--- config.mk ---
export PLATFORM = sky130hd
export DESIGN_NAME = trap_ctrl
export DESIGN_NICKNAME = d
export VERILOG_FILES = /design/src/rtl/trap_ctrl.sv
export SDC_FILE = /design/constraint.sdc
export NUM_CORES = 1
export LEC_CHECK = 0
export CORE_AREA = 2 2 106 108
export DETAILED_ROUTE_END_ITERATION = 6
export DIE_AREA = 0 0 108 110
export GPL_TIMING_DRIVEN = 0
export PLACE_DENSITY_LB_ADDON = 0.1
export SETUP_SLACK_MARGIN = 0.02
export SLEW_MARGIN = 15
export SYNTH_ARGS = -nofsm -noshare
export SYNTH_HDL_FRONTEND = slang
export SYNTH_SLANG_ARGS = --single-unit
--- constraint.sdc ---
create_clock -name i_clk -period 2.3 [get_ports i_clk]
set_clock_uncertainty 0.1 [all_clocks]
set_input_delay 0.575 -clock i_clk [delete_from_list [all_inputs] [get_ports i_clk]]
set_output_delay 0.575 -clock i_clk [all_outputs]
set_load 0.01 [all_outputs]
--- src/rtl/trap_ctrl.sv ---
// Machine-mode trap sequencer: on exception, interrupt or mret it takes the CSR port from the pipeline and
// writes mepc/mcause(/mtval), then reads mtvec or mepc to redirect fetch.
// Compile option: define TRAP_CTRL_MTVAL_EN to include the mtval write (TVAL state).
module trap_ctrl (
    input  logic        i_clk,
    input  logic        i_rst,
    input  logic        i_exc_valid,
    input  logic [4:0]  i_exc_cause,
    input  logic [31:0] i_exc_pc,
    input  logic [31:0] i_exc_tval,
    input  logic        i_mret,
    input  logic        i_irq,
    input  logic        i_pipe_csr_we,
    input  logic        i_pipe_csr_re,
    input  logic [3:0]  i_pipe_funct3,
    input  logic [11:0] i_pipe_csr_addr,
    input  logic [31:0] i_pipe_csr_wdata,
    output logic        o_csr_we,
    output logic        o_csr_re,
    output logic [3:0]  o_csr_funct3,
    output logic [11:0] o_csr_addr,
    output logic [31:0] o_csr_data,
    input  logic [31:0] i_csr_rdata,
    output logic [31:0] o_pipe_csr_rdata,
    output logic        o_stall,
    output logic        o_flush,
    output logic        o_redirect_valid,
    output logic [31:0] o_redirect_pc
);

    typedef enum logic [2:0] {
        S_IDLE,
        S_EPC,
        S_CAUSE,
        S_TVAL,
        S_TVEC,
        S_RET
    } state_t;

    localparam logic [3:0]  FUNCT3_CSRRW = 4'b0001;
    localparam logic [11:0] ADDR_MTVEC   = 12'h305;
    localparam logic [11:0] ADDR_MEPC    = 12'h341;
    localparam logic [11:0] ADDR_MCAUSE  = 12'h342;
    localparam logic [11:0] ADDR_MTVAL   = 12'h343;
    localparam logic [31:0] CAUSE_MEI    = 32'h8000_000B;

    state_t      state_q, state_d;
    logic [31:0] pc_q, cause_q, tval_q;
    logic        take_exc, take_mret, take_irq;

    // Acceptance priority: exception > mret > interrupt, only from IDLE.
    always_comb begin
        take_exc  = (state_q == S_IDLE) && i_exc_valid;
        take_mret = (state_q == S_IDLE) && !i_exc_valid && i_mret;
        take_irq  = (state_q == S_IDLE) && !i_exc_valid && !i_mret && i_irq;
    end

    // NOTE: sequential state uses non-blocking assignments so every flop samples pre-edge values.
    always_ff @(posedge i_clk or negedge i_rst) begin
        if (!i_rst) begin
            state_q <= S_IDLE;
            pc_q    <= '0;
            cause_q <= '0;
            tval_q  <= '0;
        end else begin
            state_q <= state_d;
            if (take_exc) begin
                pc_q    <= i_exc_pc;
                cause_q <= {1'b0, 26'b0, i_exc_cause};
                tval_q  <= i_exc_tval;
            end else if (take_irq) begin
                pc_q    <= i_exc_pc;
                cause_q <= CAUSE_MEI;
                tval_q  <= '0;
            end
        end
    end

    // NOTE: every output and state_d gets a default first, so no path can infer a latch.
    always_comb begin
        state_d          = state_q;
        o_csr_we         = 1'b0;
        o_csr_re         = 1'b0;
        o_csr_funct3     = '0;
        o_csr_addr       = '0;
        o_csr_data       = '0;
        o_pipe_csr_rdata = '0;
        o_stall          = (state_q != S_IDLE);
        o_flush          = 1'b0;
        o_redirect_valid = 1'b0;
        o_redirect_pc    = '0;

        case (state_q)
            S_IDLE: begin
                // Reset gating keeps the input-driven IDLE outputs at 0 while reset is low.
                if (i_rst) begin
                    if (take_exc || take_irq) begin
                        o_flush = 1'b1;
                        state_d = S_EPC;
                    end else if (take_mret) begin
                        o_flush = 1'b1;
                        state_d = S_RET;
                    end else begin
                        o_csr_we         = i_pipe_csr_we;
                        o_csr_re         = i_pipe_csr_re;
                        o_csr_funct3     = i_pipe_funct3;
                        o_csr_addr       = i_pipe_csr_addr;
                        o_csr_data       = i_pipe_csr_wdata;
                        o_pipe_csr_rdata = i_csr_rdata;
                    end
                end
            end
            S_EPC: begin
                o_csr_we     = 1'b1;
                o_csr_funct3 = FUNCT3_CSRRW;
                o_csr_addr   = ADDR_MEPC;
                o_csr_data   = pc_q;
                state_d      = S_CAUSE;
            end
            S_CAUSE: begin
                o_csr_we     = 1'b1;
                o_csr_funct3 = FUNCT3_CSRRW;
                o_csr_addr   = ADDR_MCAUSE;
                o_csr_data   = cause_q;
`ifdef TRAP_CTRL_MTVAL_EN
                state_d      = S_TVAL;
`else
                state_d      = S_TVEC;
`endif
            end
`ifdef TRAP_CTRL_MTVAL_EN
            S_TVAL: begin
                o_csr_we     = 1'b1;
                o_csr_funct3 = FUNCT3_CSRRW;
                o_csr_addr   = ADDR_MTVAL;
                o_csr_data   = tval_q;
                state_d      = S_TVEC;
            end
`endif
            S_TVEC: begin
                o_csr_re         = 1'b1;
                o_csr_addr       = ADDR_MTVEC;
                o_redirect_valid = 1'b1;
                o_redirect_pc    = {i_csr_rdata[31:2], 2'b00};
                state_d          = S_IDLE;
            end
            S_RET: begin
                o_csr_re         = 1'b1;
                o_csr_addr       = ADDR_MEPC;
                o_redirect_valid = 1'b1;
                o_redirect_pc    = {i_csr_rdata[31:2], 2'b00};
                state_d          = S_IDLE;
            end
            default: state_d = S_IDLE;
        endcase
    end

`ifndef TRAP_CTRL_MTVAL_EN
    logic unused_tval;
    assign unused_tval = ^tval_q;
`endif

endmodule
==> load_flow_metrics.sql, run 1 <==
INSERT INTO impl_metrics (metric_group, metric, value, unit) VALUES
('status', 'outcome', 'finished, violations left', ''),
('status', 'violations_in_the_final_reports', 'hold timing, setup timing', ''),
('cts', 'cts.clk_slew.worst_paths', '0.08', 'ns'),
('floorplan', 'boundaryPins', '273', ''),
('power_and_ir_drop', 'static_leakage', '2.66', 'nW'),
('timing', 'hold_viol', '17', ''),
('cells_and_area', 'area_of_all_placed_cells_without_fillers', '5760', 'um^2'),
('yosys', 'netlist_area', '2580', 'um^2'),
('cells_and_area', 'mostFrequentLayoutCells', 'sky130_fd_sc_hd__clkdlybuf4s50_1, sky130_fd_sc_hd__buf_2, sky130_fd_sc_hd__buf_6, sky130_fd_sc_hd__and2_1, sky130_fd_sc_hd__dfrtp_1', ''),
('place', 'dp_hpwl', '8380', 'um'),
('floorplan', 'initial_utilization', '0.241', ''),
('cts', 'clock_insertion_delay_worst_skew', '0.29', 'ns'),
('cts', 'cts_tree', 'done', ''),
('cells_and_area', 'n_diodes', '0', ''),
('yosys', 'ffs_w_async_s_r_synth', '1.00', ''),
('routing', 'routedWlPerCell', '16.4', 'um'),
('grt', 'gr-usage-all-layers', '0.177', ''),
('yosys', 'synth_cells', '251', ''),
('grt', 'grt_pass1_wl', '16400', 'um'),
('yosys', 'synth_fa_ha_area_frac', '0', ''),
('cells_and_area', 'multiInputGateArea', '1580', 'um^2'),
('cells_and_area', 'syn2layout_area_growth', '124', '%'),
('yosys', 'synth_compound_area_frac', '0.188', ''),
('setup_path', 'timing.setup.critical_path_class', 'reg2out', ''),
('yosys', 'synth_largest_type_area_fraction', '0.398', ''),
('routing', 'route.antenna.remaining_nets', '0', ''),
('cts', 'tritoncts.num_buffers', '5', ''),
('yosys', 'post_synthesis_sequential_area_ratio', '0.398', ''),
('timing', 'fin_crit_sh', '1.20', ''),
('yosys', 'ys_dominant_reg_cell', 'sky130_fd_sc_hd__dfrtp_1', ''),
('cts', 'clock_tree.root_cell', 'sky130_fd_sc_hd__clkbuf_8', ''),
('timing', 'final-setup-viol-count', '89', ''),
('routing', 'vias', '3009', ''),
('timing', 'timing.hold.ws', '-0.0156', 'ns'),
('yosys', 'post_synth_mux_area_share', '0.140', ''),
('yosys', 'synth_top_family_by_area', 'simple AND/OR/NAND/NOR gates', ''),
('cells_and_area', 'final.fill_count', '987', ''),
('timing', 'final_period_minus_worst_setup_slack', '2.76', 'ns'),
('yosys', 'syn_area_per_cell', '10.3', 'um^2'),
('timing', 'finalMaxSlewViolations', '0', ''),
('setup_path', 'path_max_fanout', '5', ''),
('hold_path', 'type_of_the_most_critical_hold_path', 'in2async', ''),
('cts', 'max-clock-path-buffers', '2', ''),
('cells_and_area', 'layout-drive-gt1-share', '0.490', ''),
('yosys', 'synthesis.yosys.warnings', '0', ''),
('routing', 'drt-vias-per-instance', '4.43', ''),
('timing', 'setup_repair_after_global_routing_missed_its_margin', 'true', ''),
('yosys', 'synth.ff_latch_count', '41', ''),
('setup_path', 'worstSetupEndpointType', 'output port', ''),
('floorplan', 'die_area', '11900', 'um^2'),
('grt', 'grt_start_max_net_pins', '25', ''),
('setup_path', 'critical_path.startpoint_type', 'register', ''),
('cts', 'clock_sinks', '41', ''),
('power_and_ir_drop', 'post-layout-total-power', '5.45', 'mW'),
('cells_and_area', 'design.final.nets', '694', ''),
('timing', 'worst_slack', '-0.457', 'ns'),
('power_and_ir_drop', 'vdd_ir_drop_max', '0.502', 'mV'),
('cells_and_area', 'area.sequential', '1030', 'um^2'),
('timing', 'fmax', '0.363', 'GHz'),
('cells_and_area', 'layout_commonest_cell', 'sky130_fd_sc_hd__clkdlybuf4s50_1', ''),
('place', 'port_buffers', '237', ''),
('floorplan', 'floorplan.rows', '38', ''),
('power_and_ir_drop', 'cellPowerDensity', '946', 'nW/um^2'),
('yosys', 'synth_xor_area_frac', '0', ''),
('routing', 'route.detailed.drc', '0', ''),
('grt', 'globalRouteOverflowTotal', '0', ''),
('run', 'maxCapViolCount', '0', ''),
('place', 'dpl-instance-area', '5220', 'um^2'),
('yosys', 'synth_top_cells_by_area', 'sky130_fd_sc_hd__dfrtp_1, sky130_fd_sc_hd__and2_1, sky130_fd_sc_hd__mux2_2, sky130_fd_sc_hd__a22o_1, sky130_fd_sc_hd__buf_4', ''),
('routing', 'routed_wl', '11100', 'um'),
('yosys', 'synth_top_cell_by_area', 'sky130_fd_sc_hd__dfrtp_1', '');
[worst max-delay path, cell delays in order, from the launching register on]
cell	delay (ns)
sky130_fd_sc_hd__dfrtp_1	0.39
sky130_fd_sc_hd__or4b_4	0.56
sky130_fd_sc_hd__nor2b_4	0.16
sky130_fd_sc_hd__buf_12	0.12
sky130_fd_sc_hd__buf_8	0.10
sky130_fd_sc_hd__buf_6	0.12
sky130_fd_sc_hd__buf_16	0.12
sky130_fd_sc_hd__o2bb2ai_2	0.09
sky130_fd_sc_hd__buf_2	0.14
[metrics by stage]
stage | utilization | TNS, ns | std cells | hold WS [ns]
6_report | 0.538 | -32.72 | 679 | -0.0156
5_1_grt | 0.538 | -40.43 | 679 | -0.0276
4_1_cts | 0.524 | -33.66 | 672 | -0.0227
3_5_place_dp | 0.488 | -111.11 | 630 | 0.390
3_3_place_gp | 0.486 | -265.30 | 629 | 0.391
2_1_floorplan | - | -0.203 | 252 | 0.179
[what timing repair did]
| action | in CTS | in global routing |
|---|---|---|
| setup endpoints to repair | 115 | 114 |
| cloned | 4 | 1 |
| pin swaps | 10 | 14 |
| endpoints found under the hold margin | 17 | 17 |
| setup buffers | 31 | 6 |
| resized for setup | 466 | 100 |
[synth_stat cells (4+ instances only)]
cell type                   number
sky130_fd_sc_hd__a22o_1         27
sky130_fd_sc_hd__buf_2           6
sky130_fd_sc_hd__nor2b_1         4
sky130_fd_sc_hd__o2bb2ai_1       6
sky130_fd_sc_hd__and2_1         71
sky130_fd_sc_hd__dfrtp_1        41
sky130_fd_sc_hd__a21oi_1         9
sky130_fd_sc_hd__buf_4           9
sky130_fd_sc_hd__nor2_1          6
sky130_fd_sc_hd__a22oi_1         6
sky130_fd_sc_hd__clkbuf_1        9
sky130_fd_sc_hd__mux2_2         32
[routing by layer]
layer | up-vias | part of all wire | GRT usage
met5 | - | 0 | 0
met2 | 140 | 0.51 | 0.331
li1 | 1457 | - | -
met4 | 0 | 0.0066 | 0.0330
met1 | 1406 | 0.39 | 0.200
met3 | 6 | 0.097 | 0.0564
[cell type report]
| cell class | instances | area share |
|---|---|---|
| Timing Repair Buffer | 280 | 0.447 |
| Multi-Input combinational cell | 184 | 0.275 |
| Sequential cell | 41 | 0.178 |
| Buffer | 23 | 0.0474 |
| Tap cell | 140 | 0.0304 |
| Clock buffer | 7 | 0.0150 |
| Clock inverter | 1 | 0.00522 |
| Inverter | 3 | 0.00196 |
[sequential cells by signal, indices dropped and copies added, names as in the netlist]
register / flops
state_q: 3
pc_q: 32
cause_q: 6
[logic make-up after synthesis]
logic type,count (synthesis)
flops,41
mux,32
buf+inv,27
compound gates,61
other cells,1
simple gates,89
[final timing paths]
kind | startpoint | cells after the start | slack (ns) | end
setup / recovery | state_q[2] | 8 | -0.46 | o_csr_data[2]
hold / removal | i_rst | 1 | -0.02 | pc_q[29]
setup reg to reg | state_q[2] | 8 | 0.16 | pc_q[11]
hold reg to reg | cause_q[4] | 1 | 0.41 | cause_q[4]
max in group asynchronous | i_rst | 2 | 1.76 | pc_q[5]
min in group i_clk | cause_q[4] | 1 | 0.41 | cause_q[4]
[report_power, final]
part | leakage, nW | total [mW] | switching, mW | internal [mW]
Combinational | 2.12 | 3.56 | 1.52 | 2.04
Sequential | 0.481 | 1.28 | 0.194 | 1.08
Clock | 0.0585 | 0.604 | 0.249 | 0.354
Total | 2.66 | 5.45 | 1.96 | 3.48
Note: power is estimated with default switching activity, not from simulation.
==> inputs of run 2 (changes only) <==
--- a/config.mk
+++ b/config.mk
@@ -9,9 +9,10 @@
 export DETAILED_ROUTE_END_ITERATION = 6
 export DIE_AREA = 0 0 108 110
 export GPL_TIMING_DRIVEN = 0
-export PLACE_DENSITY_LB_ADDON = 0.1
+export PLACE_DENSITY = 0.7
 export SETUP_SLACK_MARGIN = 0.02
 export SLEW_MARGIN = 15
 export SYNTH_ARGS = -nofsm -noshare
 export SYNTH_HDL_FRONTEND = slang
 export SYNTH_SLANG_ARGS = --single-unit
+export TNS_END_PERCENT = 100
==> load_flow_metrics.sql, run 2 (same netlist as run 1, synthesis figures left out) <==
INSERT INTO impl_metrics (metric_group, metric, value, unit) VALUES
('status', 'outcome', 'finished, violations left', ''),
('status', 'violations_in_the_final_reports', 'hold timing, setup timing', ''),
('routing', 'routed-wl-met3', '1020', 'um'),
('timing', 'fmax', '0.363', 'GHz'),
('cells_and_area', 'layout_commonest_cell', 'sky130_fd_sc_hd__clkdlybuf4s50_1', ''),
('cells_and_area', 'max_reg_flops', '32', ''),
('setup_path', 'timing.critical_path.slowest_stage_cell', 'sky130_fd_sc_hd__or4b_4', ''),
('cts', 'clock_sinks', '41', ''),
('place', 'globalplace.congestion', '0.738', ''),
('grt', 'gr-usage-all-layers', '0.175', ''),
('routing', 'topRoutingLayerUsed', 'met4', ''),
('cts', 'cts_tree', 'done', ''),
('cells_and_area', 'area_of_all_placed_cells_without_fillers', '5920', 'um^2'),
('cts', 'clock_tree.htree_level_count', '2', ''),
('timing', 'fin_crit_sh', '1.20', ''),
('grt', 'number_of_global_route_vias_before_repair', '3206', ''),
('timing', 'worst_slack', '-0.458', 'ns'),
('setup_path', 'timing.setup.critical_path_class', 'reg2out', ''),
('grt', 'globalRouteOverflowTotal', '0', ''),
('timing', 'timing.hold.ws', '-0.0185', 'ns'),
('cells_and_area', 'mostFrequentLayoutCells', 'sky130_fd_sc_hd__clkdlybuf4s50_1, sky130_fd_sc_hd__buf_2, sky130_fd_sc_hd__buf_6, sky130_fd_sc_hd__and2_1, sky130_fd_sc_hd__dfrtp_1', ''),
('power_and_ir_drop', 'post-layout-total-power', '5.79', 'mW'),
('power_and_ir_drop', 'vdd_ir_drop_max', '0.478', 'mV'),
('floorplan', 'die_area', '11900', 'um^2'),
('floorplan', 'initial_utilization', '0.241', ''),
('timing', 'final-setup-viol-count', '108', ''),
('floorplan', 'boundaryPins', '273', ''),
('setup_path', 'arrival', '2.08', 'ns'),
('timing', 'setup_repair_after_global_routing_missed_its_margin', 'true', ''),
('setup_path', 'path_max_fanout', '5', ''),
('setup_path', 'worstSetupEndpointType', 'output port', ''),
('hold_path', 'type_of_the_most_critical_hold_path', 'in2async', ''),
('routing', 'routed_wl', '11200', 'um'),
('routing', 'route.detailed.drc', '0', ''),
('cts', 'cts.clk_slew.worst_paths', '0.08', 'ns'),
('cells_and_area', 'largestRegisters', 'pc_q: 32 flops, cause_q: 6 flops, state_q: 3 flops', ''),
('place', 'dpl-instance-area', '5220', 'um^2'),
('timing', 'final_period_minus_worst_setup_slack', '2.76', 'ns'),
('routing', 'vias', '3107', ''),
('timing', 'hold_viol', '17', ''),
('cells_and_area', 'final.fill_count', '942', ''),
('cts', 'max-clock-path-buffers', '2', ''),
('cts', 'clock_tree.root_cell', 'sky130_fd_sc_hd__clkbuf_8', ''),
('cells_and_area', 'layout-drive-gt1-share', '0.512', ''),
('setup_path', 'slowest_delay', '0.56', 'ns'),
('cells_and_area', 'design.final.nets', '700', ''),
('cts', 'clock_insertion_delay_worst_skew', '0.28', 'ns'),
('setup_path', 'worst_r2r_path_depth', '10', ''),
('setup_path', 'critical_path.startpoint_type', 'register', ''),
('run', 'maxCapViolCount', '0', ''),
('routing', 'drt-vias-per-instance', '4.54', ''),
('place', 'dp_hpwl', '8510', 'um'),
('cells_and_area', 'max_flop_register', 'pc_q', ''),
('place', 'port_buffers', '237', ''),
('cells_and_area', 'n_diodes', '0', ''),
('setup_path', 'timing.reg2reg.setup_slack', '0.11', 'ns'),
('timing', 'finalMaxSlewViolations', '0', ''),
('grt', 'grt_pass1_wl', '16500', 'um'),
('floorplan', 'die_h', '110', 'um'),
('routing', 'met2WireLength', '5930', 'um'),
('routing', 'route.layer.met1.wl', '4220', 'um'),
('floorplan', 'dieWidth', '108', 'um'),
('routing', 'drt_first_iter_violations', '85', ''),
('routing', 'route.antenna.remaining_nets', '0', ''),
('cts', 'tritoncts.num_buffers', '5', ''),
('power_and_ir_drop', 'cellPowerDensity', '978', 'nW/um^2'),
('grt', 'grt_start_max_net_pins', '25', ''),
('setup_path', 'timing.critical_path.mode_cell', 'sky130_fd_sc_hd__buf_12', ''),
('setup_path', 'crit_path_cell_trace', 'or4b_4, nor2b_4, buf_12, buf_12, buf_12, buf_12, o2bb2ai_2, buf_2', ''),
('setup_path', 'crit_required', '1.62', 'ns'),
('routing', 'routedWlPerCell', '16.4', 'um'),
('floorplan', 'floorplan.rows', '38', ''),
('power_and_ir_drop', 'static_leakage', '2.72', 'nW'),
('floorplan', 'floorplan.core_area', '10700', 'um^2'),
('cells_and_area', 'syn2layout_area_growth', '130', '%'),
('routing', 'first_pass_iters', '4', ''),
('grt', 'number_of_antenna_violations_at_the_first_check_in_global_routing', '0', '');
-- run 2: changes by cell type in the layout (fill, tap and decap cells not counted), sizes merged --
cell / change
clkbuf: -1
clkinvlp: +1
buf: +10
clkdlybuf4s15: -1
dlygate4sd2: -3
-- run 2: final timing paths --
kind                                 start            end
worst max-delay path            state_q[2]  o_csr_data[4]
worst min-delay path                 i_rst       pc_q[28]
worst max register to register  state_q[2]       pc_q[11]
worst min register to register     pc_q[5]        pc_q[5]
max in group asynchronous            i_rst        pc_q[7]
min in group i_clk                 pc_q[5]        pc_q[5]
-- run 2: layout make-up --
cell class / count / area [um^2] / share of cell area
Buffer: 19 / 250 / 0.0423
Clock buffer: 6 / 82.6 / 0.0140
Multi-Input combinational cell: 184 / 1610 / 0.272
Tap cell: 140 / 175 / 0.0296
Inverter: 3 / 11.3 / 0.00190
Timing Repair Buffer: 290 / 2730 / 0.461
Clock inverter: 2 / 37.5 / 0.00634
Sequential cell: 41 / 1030 / 0.174
-- run 2: power breakdown --
part           internal [mW]  total (mW)  switching [mW]
sequential              1.08        1.28           0.200
clock                  0.353       0.603           0.250
combinational           2.30        3.90            1.60
total                   3.73        5.79            2.05
-- run 2: critical path: cells and delay by family (launching register included) --
| family | cells | cell delay, ns |
|---|---|---|
| AOI/OAI and AO/OA | 1 | 0.10 |
| buffers and inverters | 5 | 0.59 |
| DFF | 1 | 0.39 |
| and+or+nand+nor | 2 | 0.72 |
-- run 2: repair_timing --
| item | in CTS | in global routing |
|---|---|---|
| setup buffers | 28 | 20 |
| pin swaps | 24 | 23 |
| endpoints found under the hold margin | 17 | 17 |
| cloned | 5 | 5 |
| gates resized for setup | 532 | 74 |
| setup endpoints to repair | 115 | 133 |
-- run 2: through the flow --
step	utilization	setup TNS (ns)	instances	setup WS, ns
3_3_place_gp	0.486	-264.09	629	-2.74
5_1_grt	0.553	-40.74	685	-0.556
4_1_cts	0.522	-33.77	670	-0.492
6_report	0.553	-32.46	685	-0.458
3_5_place_dp	0.488	-109.73	630	-1.17
2_1_floorplan	-	-0.203	252	-0.0109
-- run 2: per-layer routing --
metal  track usage  vias up
li1              -     1474
met1         0.194     1480
met2         0.336      147
met3        0.0506        6
met4        0.0311        0
met5             0        -
